`src/rtl/muxn_if.sv`:
```
// Handshake bundle for muxn: per-channel inputs, control token channel and the buffered output.
interface muxn_if #(
  parameter int unsigned N  = 8,
  parameter int unsigned CH = 4,
  parameter int unsigned LW = 4
);
  localparam int unsigned SW = (CH > 1) ? $clog2(CH) : 1;

  logic [CH-1:0]   r_i;
  logic [CH-1:0]   a_i;
  logic [CH*N-1:0] d_i;
  logic            ctl_r;
  logic            ctl_a;
  logic [SW-1:0]   ctl_sel;
  logic [LW-1:0]   ctl_len;
  logic            r_o;
  logic            a_o;
  logic [N-1:0]    d_o;
  logic            err;

  // Environment side: producers, token source and consumer.
  modport master (
    output r_i, d_i, ctl_r, ctl_sel, ctl_len, a_o,
    input  a_i, ctl_a, r_o, d_o, err
  );

  // Multiplexer side.
  modport slave (
    input  r_i, d_i, ctl_r, ctl_sel, ctl_len, a_o,
    output a_i, ctl_a, r_o, d_o, err
  );
endinterface

```
`src/rtl/muxn.sv`:
```
// N-channel burst multiplexer: a control token picks a channel and burst length,
// the selected items are merged in token order through a registered 2-entry output FIFO.
module muxn #(
  parameter int unsigned N  = 8,
  parameter int unsigned CH = 4,
  parameter int unsigned LW = 4
) (
  input  logic   clk,
  input  logic   rst,
  muxn_if.slave  bus
);
  localparam int unsigned SW = (CH > 1) ? $clog2(CH) : 1;

  typedef enum logic {IDLE, BURST} state_t;

  state_t        state_q, state_d;
  logic [SW-1:0] sel_q, sel_d;
  logic [LW-1:0] rem_q, rem_d;
  logic [1:0]    cnt_q, cnt_d;
  logic [N-1:0]  head_q, head_d;
  logic [N-1:0]  tail_q, tail_d;
  logic          ctl_a_q, ctl_a_d;
  logic          err_q, err_d;
  logic          r_o_q, r_o_d;
  logic [CH-1:0] a_i_q, a_i_d;

  logic [N-1:0]  ch_data [CH];
  logic [N-1:0]  push_data;
  logic          ctl_xfer;
  logic          push;
  logic          pop;

  for (genvar k = 0; k < CH; k++) begin : g_ch
    assign ch_data[k] = bus.d_i[k*N +: N];
  end

  // a_i_q is only ever nonzero on the selected channel during a burst.
  assign ctl_xfer  = bus.ctl_r && ctl_a_q;
  assign push      = |(bus.r_i & a_i_q);
  assign pop       = r_o_q && bus.a_o;
  assign push_data = ch_data[sel_q];

  always_comb begin
    state_d = state_q;
    sel_d   = sel_q;
    rem_d   = rem_q;
    err_d   = 1'b0;
    cnt_d   = cnt_q;
    head_d  = head_q;
    tail_d  = tail_q;

    case (state_q)
      IDLE: begin
        if (ctl_xfer) begin
          if (32'(bus.ctl_sel) >= CH) begin
            err_d = 1'b1;
          end else begin
            sel_d   = bus.ctl_sel;
            rem_d   = bus.ctl_len;
            state_d = BURST;
          end
        end
      end
      BURST: begin
        if (push) begin
          if (rem_q == '0) state_d = IDLE;
          else             rem_d   = rem_q - LW'(1);
        end
      end
      default: state_d = IDLE;
    endcase

    // Head register doubles as d_o; tail holds the second entry.
    case ({push, pop})
      2'b10: begin
        if (cnt_q == 2'd0) head_d = push_data;
        else               tail_d = push_data;
        cnt_d = cnt_q + 2'd1;
      end
      2'b01: begin
        head_d = tail_q;
        cnt_d  = cnt_q - 2'd1;
      end
      2'b11: begin
        if (cnt_q == 2'd1) begin
          head_d = push_data;
        end else begin
          head_d = tail_q;
          tail_d = push_data;
        end
      end
      default: ;
    endcase

    ctl_a_d = (state_d == IDLE);
    r_o_d   = (cnt_d != 2'd0);
    a_i_d   = '0;
    for (int k = 0; k < CH; k++) begin
      a_i_d[k] = (state_d == BURST) && (sel_d == SW'(k)) && (cnt_d != 2'd2);
    end
  end

  always_ff @(posedge clk or negedge rst) begin
    if (!rst) begin
      state_q <= IDLE;
      sel_q   <= '0;
      rem_q   <= '0;
      cnt_q   <= '0;
      head_q  <= '0;
      tail_q  <= '0;
      ctl_a_q <= 1'b0;
      err_q   <= 1'b0;
      r_o_q   <= 1'b0;
      a_i_q   <= '0;
    end else begin
      state_q <= state_d;
      sel_q   <= sel_d;
      rem_q   <= rem_d;
      cnt_q   <= cnt_d;
      head_q  <= head_d;
      tail_q  <= tail_d;
      ctl_a_q <= ctl_a_d;
      err_q   <= err_d;
      r_o_q   <= r_o_d;
      a_i_q   <= a_i_d;
    end
  end

  assign bus.a_i   = a_i_q;
  assign bus.ctl_a = ctl_a_q;
  assign bus.r_o   = r_o_q;
  assign bus.d_o   = head_q;
  assign bus.err   = err_q;
endmodule

```
`src/flat_wrapper.sv`:
```
// flat-port wrapper written by rule: the top's interface ports become plain ports
module muxn_flat 
#(
  parameter int unsigned N  = 8,
  parameter int unsigned CH = 4,
  parameter int unsigned LW = 4
)
  (clk, rst, bus_r_i, bus_d_i, bus_ctl_r, bus_ctl_sel, bus_ctl_len, bus_a_o, bus_a_i, bus_ctl_a, bus_r_o, bus_d_o, bus_err);
  muxn_if #(.N(N), .CH(CH), .LW(LW)) bus_i ();
  input  logic clk;
  input  logic rst;
  input wire logic [$bits(bus_i.r_i)-1:0] bus_r_i;
  input wire logic [$bits(bus_i.d_i)-1:0] bus_d_i;
  input wire logic [$bits(bus_i.ctl_r)-1:0] bus_ctl_r;
  input wire logic [$bits(bus_i.ctl_sel)-1:0] bus_ctl_sel;
  input wire logic [$bits(bus_i.ctl_len)-1:0] bus_ctl_len;
  input wire logic [$bits(bus_i.a_o)-1:0] bus_a_o;
  output wire logic [$bits(bus_i.a_i)-1:0] bus_a_i;
  output wire logic [$bits(bus_i.ctl_a)-1:0] bus_ctl_a;
  output wire logic [$bits(bus_i.r_o)-1:0] bus_r_o;
  output wire logic [$bits(bus_i.d_o)-1:0] bus_d_o;
  output wire logic [$bits(bus_i.err)-1:0] bus_err;
  assign bus_i.r_i = bus_r_i;
  assign bus_i.d_i = bus_d_i;
  assign bus_i.ctl_r = bus_ctl_r;
  assign bus_i.ctl_sel = bus_ctl_sel;
  assign bus_i.ctl_len = bus_ctl_len;
  assign bus_i.a_o = bus_a_o;
  assign bus_a_i = bus_i.a_i;
  assign bus_ctl_a = bus_i.ctl_a;
  assign bus_r_o = bus_i.r_o;
  assign bus_d_o = bus_i.d_o;
  assign bus_err = bus_i.err;
  muxn #(.N(N), .CH(CH), .LW(LW)) u_core (.clk(clk), .rst(rst), .bus(bus_i));
endmodule
```
`config.mk`:
```
export PLATFORM = sky130hd
export DESIGN_NAME = muxn_flat
export DESIGN_NICKNAME = d
export VERILOG_FILES = /design/src/rtl/muxn_if.sv /design/src/rtl/muxn.sv /design/src/flat_wrapper.sv
export SDC_FILE = /design/constraint.sdc
export NUM_CORES = 1
export LEC_CHECK = 0
export BUFFER_PORTS_ARGS = -buffer_cell sky130_fd_sc_hd__clkbuf_2
export CAP_MARGIN = 15
export CORE_ASPECT_RATIO = 0.7
export CORE_MARGIN = 4
export CORE_UTILIZATION = 53
export CTS_CLUSTER_SIZE = 12
export DETAILED_ROUTE_END_ITERATION = 8
export MAX_ROUTING_LAYER = met4
export PLACE_DENSITY = 0.86
export RECOVER_POWER = 100
export SLEW_MARGIN = 20
export SYNTH_ARGS = -nofsm -noshare
export SYNTH_HDL_FRONTEND = slang
export SYNTH_SLANG_ARGS = --single-unit
```
`constraint.sdc`:
```
create_clock -name clk -period 5.15 [get_ports clk]
set_input_delay 0.515 -clock clk [delete_from_list [all_inputs] [get_ports clk]]
set_output_delay 0.515 -clock clk [all_outputs]
set_load 0.005 [all_outputs]
```
### Yosys cells after proc, flatten, opt, wreduce, memory -nomap -nowiden

Index checks and enable logic that the tools add are counted.

| word-level totals | value |
|---|---|
| register bits | 31 |
| bits in latches | 0 |
| bits in writable memories | 0 |
| memory bits (read-only) | 0 |
| bits of input ports | 46 |
| output and inout port bits | 15 |
| memories | 0 |

| operators by class | value |
|---|---|
| add/sub/neg operators | 3 |
| multiply operators | 0 |
| div/mod/pow operators | 0 |
| magnitude comparators | 1 |
| equality and inequality tests | 14 |
| shifts and indexed selects | 0 |
| muxes and demuxes | 20 |
| bitwise operators | 4 |
| reduce and logical (&&, ||, !) cells | 20 |

Operator list:

| kind | count |
|---|---|
| 8-bit 2-to-1 mux | 6 |
| 8-bit one-hot mux with 3 select lines | 1 |
| 8-bit binary-select mux with 2-bit select | 1 |
| 8-bit one-hot mux with 2 select lines | 1 |
| 4-bit 2-to-1 mux | 3 |
| 1-bit logical AND | 10 |
| 2-bit != test (second input constant) | 5 |
| 2-bit equality test (second input constant) | 4 |
| 4-bit one-hot mux with 2 select lines | 1 |
| 2-bit by 1-bit equality test with 1-bit output (second input constant) | 3 |
| 3-bit AND reduction | 2 |
| 4-bit bitwise AND | 1 |
| 2-bit zero test | 2 |
| 4-bit zero test | 1 |
| 2-bit 2-to-1 mux | 2 |
| 2-bit by 1-bit != test with 1-bit output (second input constant) | 2 |
| 2-bit one-hot mux with 2 select lines | 1 |
| 2-bit nonzero test | 2 |
| 4-bit OR reduction | 1 |
| 4-bit by 1-bit subtractor with 4-bit output (second input constant) | 1 |
| 3-bit >= comparator (second input constant) | 1 |
| 1-bit 2-to-1 mux | 3 |
| 2-bit inverter with 3-bit output | 1 |
| 3-bit nonzero test | 1 |
| 5 further kinds | 6 |

### Depth between registers and ports, before layout

| logic depth | value |
|---|---|
| depth in word-level cells | 6 |
| gate-level depth with buffers | 8 |
| mapped depth without buffers | 8 |

### Least setup slack after synthesis

OpenSTA, ideal clock, no wires.

| timing path | value |
|---|---|
| path kind | input to register |
| from | input port bus_r_i[0] |
| to | register u_core.r_o_q, in the netlist u_core.bus.r_o |
| data arrival time | 2.067 ns |
| path slack | 2.956 ns |
| stages | 7 |
| buffers on the path | 0 |
| cell sequence | a22oi_1 -> nand2_1 -> ha_1 -> mux2_2 -> mux2i_1 -> inv_1 -> or2_2 |

| between the ends | value |
|---|---|
| word-level cells in the longest chain between the ends | 5 |
| elaborated cells on any way between the ends | 6 |
| classes of those cells | eq/ne (2); mux (1); bitwise (1); reduce/logical (2) |

RTL lines:

| what | line | text |
|---|---|---|
| start: declaration | flat_wrapper.sv:12 | `input wire logic [$bits(bus_i.r_i)-1:0] bus_r_i;` |
| 4-bit bitwise AND (*) | muxn.sv:39 | `assign push = \|(bus.r_i & a_i_q);` |
| 4-bit OR reduction (*) | muxn.sv:39 |  |
| 2-bit by 1-bit equality test with 1-bit output or 2-bit equality test (tied branches) | muxn.sv:74 | `case ({push, pop})` |
| 2-bit one-hot mux with 2 select lines (*) | muxn.sv:74 |  |
| named net u_core.cnt_d[1] | muxn.sv:19 | `logic [1:0] cnt_q, cnt_d;` |
| 2-bit nonzero test (*) | muxn.sv:96 | `r_o_d = (cnt_d != 2'd0);` |
| named net u_core.r_o_d | muxn.sv:24 | `logic r_o_q, r_o_d;` |
| end signal: assignment | muxn.sv:124 | `r_o_q <= r_o_d;` |
| end: declaration | muxn.sv:24 |  |

Mark *: on every way through the listed nets, which the timed path passes. The rest lies on a longest branch.
A chain may end at the register's enable or synchronous reset.

### Worst setup path in the final report

| timing path | value |
|---|---|
| from | register u_core.a_i_q[0], in the netlist u_core.bus.a_i[0] |
| to | register u_core.tail_q[7] |

| between the ends | value |
|---|---|
| word-level cells in the longest chain between the ends | 5 |
| elaborated cells on any way between the ends | 9 |
| classes of those cells | eq/ne (4); mux (1); bitwise (1); reduce/logical (3) |

RTL lines:

| what | line | text |
|---|---|---|
| start: declaration | muxn.sv:25 | `logic [CH-1:0] a_i_q, a_i_d;` |
| start signal: assignment | muxn.sv:125 | `a_i_q <= a_i_d;` |
| 4-bit bitwise AND (*) | muxn.sv:39 |  |
| 4-bit OR reduction (*) | muxn.sv:39 |  |
| 2-bit equality test | muxn.sv:74 |  |
| 2-bit != test (no line) or 2-bit nonzero test (tied branches) | -- |  |
| 3-bit AND reduction (no line) | -- |  |
| end signal: assignment | muxn.sv:121 | `tail_q <= tail_d;` |
| end: declaration | muxn.sv:21 | `logic [N-1:0] tail_q, tail_d;` |

Every way passes the cells marked *; elsewhere a longest branch is shown, timed or not.

==> impl_metrics.ini <==
[status]
violations = max-capacitance violations, max-slew violations
status = finished, violations left

[drt]
drc = 0
vias = 1417
routed_wirelength_um = 3930
via_per_inst = 5.65
wl_per_cell_um = 15.7
antenna_left = 0
drt_first_pass_iters = 5
initialDrtViolationCount = 87

[cts]
cts_buffers = 5
clk_pin_slew_ns = 0.07
cts_hold_buf = 0
cts-resized-gates = 0
clkLatencyLatePin_ns = 0.28
clockBufferDepth = 2
h-tree-depth = 2
postCtsSetupBuffers = 0
root_buffer = clkbuf_8
tritoncts = yes
clock-sinks = 31

[setup_path]
endpoint = u_core.tail_q[7]
arrival_ns = 2.78
critPathKind = reg2reg
reg2reg_from = u_core.bus.a_i[0]
critPathBufInv = 0
critical_path.max_fanout = 9
rr_endpoint = u_core.tail_q[7]
cp-end-kind = flop
required_ns = 5.31
rrSetupSlack_ns = 2.53
worst_path_dominant_cell_family = compound AO/OA/AOI/OAI gates
cp.depth = 5
slowest_delay_ns = 0.71
critical_path.cell_chain = a22oi_1, nand2_1, ha_1, o211ai_1, mux2_2
cp-startpoint = u_core.bus.a_i[0]
rr_worst_depth = 5
crit_slowest_cell = o211ai_1
cp-start-kind = flop

[logic_synthesis]
synthArstFlopShare_pct = 100
syn_area_per_cell_um2 = 11.7
synth_top_area_share_pct = 43.9
yosysTopAreaCell = dfrtp_1
ys_seq_area_share_pct = 43.9
synth_nets = 206
synth_seq_cells = 31
ys_warn_count = 0
synth-main-ff-cell = dfrtp_1
synth_edf_count = 0
ys_types = 35
synth_area_leaders = dfrtp_1 (44%), mux4_2 (10%), ha_1 (6.4%)
postSynthCellCount = 151
synth_area_mm2 = 0.00177

[die]
die_x_um = 77.0
num_io_pins = 61
start_util_pct = 55.7
dieHeight_um = 56.3
die-area_mm2 = 0.00433
core_area_mm2 = 0.00317
fp-row-count = 17

[placed_design]
post-dp-hpwl_um = 3070
placed_cell_area_mm2 = 0.00207
port_buffers = 59
place.gp.congestion = 0.822
place_ws_ns = 2.48

[cells_and_area]
antennaDiodeCount = 0
drive_gt1_share_pct = 38.0
syn2layout_area_growth_pct = 19.5
design_area_mm2 = 0.00211
seqCellArea_um2 = 776
nets = 267
fillers = 224
multi_input_area_um2 = 873

[global_route]
grt_max_degree = 32
grt_pass1_vias = 1499
overflow = 0
grt_pass1_wl_um = 6640
gr-usage-all-layers_pct = 19.9
antenna_found_initial = 0

[timing]
final_max_slew_viol_count = 32
hold_violations = 0
slew_headroom_pct = -4.69
fin_crit_ns = 2.62
finalSetupViolCount = 0
grt_setup_unrepaired = false
fin_crit_sh_pct = 50.9
fin_setup_tns_ns = 0
fin_skew_ns = 0.00659
fin_ws_ns = 2.53
tightest_slew_ns = 1.57
fmax_mhz = 382

[power]
vdd_drop_max_v = 0.000240
p_leak_nw = 1.03
power.density_mw_per_mm2 = 525

[flow_run]
drv_cap = 1

[min_path]
min-delay-path-class = reg2reg
-- final cells by class --
| cell class | instances | area share, % |
|---|---|---|
| flip-flops and latches | 31 | 36.8 |
| well taps | 38 | 2.25 |
| clock buffers | 6 | 3.44 |
| repair buffers | 59 | 13.6 |
| inverters | 11 | 1.96 |
| multi-input cells | 104 | 41.4 |
| clock inverters | 2 | 0.593 |
-- routing by layer --
layer	global-route usage, %	vias to the layer above	share of wire, %
met2	31.0	54	48
met4	5.84	0	1.1
met3	4.65	8	5.8
met5	-	-	0
met1	26.3	681	45
li1	-	674	-
-- stage by stage --
stage               hold WS, ns  cells  util [%]  power, mW
global placement          0.487    243      65.3      0.914
finish                    0.509    251      66.6       1.11
global route              0.522    251      66.6       1.19
floorplan                 0.219    151         -      0.792
CTS                       0.306    251      67.9       1.13
detailed placement        0.494    243      65.3      0.939
-- state kept, by name, indices dropped and copies added (netlist names) --
register,flops
u_core.bus.d_o,8
u_core.tail_q,8
u_core.bus.a_i,4
u_core.rem_q,4
u_core.cnt_q,2
u_core.sel_q,2
u_core.bus.ctl_a,1
u_core.bus.r_o,1
u_core.state_q,1
-- kinds of logic after synthesis --
logic type	share of synthesized area, %
and+or+nand+nor	12.1
AOI/OAI and AO/OA	14.4
DFF	43.9
muxes	17.9
buffers and inverters	4.61
adders and majority gates	6.38
other	0.212
xor gates and xnor gates	0.496
-- Yosys cell counts, types with 2 or more instances --
cell type   n
nor2_1     12
o21ai_0     2
nand3_1     2
nand2_1     8
dfrtp_1    31
a21oi_1    12
a22o_1      2
o22ai_1     3
buf_6       2
mux4_2      8
mux2i_1     2
inv_1      11
mux2_2      9
nor3_2      2
nor3_1      5
or2_2       2
ha_1        9
and4_1      2
buf_2       2
a22oi_1    10
-- how the worst min path moves through the flow --
stage / from / end / cells after the start
after global placement: u_core.tail_q[1] / u_core.tail_q[1] / 1
after CTS: rst / u_core.tail_q[5] / 1
after detailed placement: u_core.tail_q[1] / u_core.tail_q[1] / 1
final: u_core.tail_q[1] / u_core.tail_q[1] / 1
after floorplan: rst / u_core.bus.a_i[0] / 0
after global routing: u_core.tail_q[1] / u_core.tail_q[1] / 1
-- where the power goes --
group	switching, mW	leakage [nW]	total (mW)	internal, mW
registers	0.0925	0.370	0.445	0.352
logic	0.244	0.621	0.478	0.234
clock network	0.0895	0.0412	0.184	0.0942
total	0.426	1.03	1.11	0.681
-- cell usage in the layout (no fill, tap or decap), drive strengths merged, types with 2 or more instances in the layout --
cell type / n
dfrtp: 31
nor2: 12
inv: 11
a22oi: 10
nor3: 7
a22o: 2
or2: 3
mux4: 8
mux2i: 3
nand2: 8
ha: 9
o21ai: 2
and4: 2
mux2: 9
clkbuf: 65
nand3: 2
o22ai: 4
a21oi: 12
No activity file was read; power rests on OpenSTA's default activity.
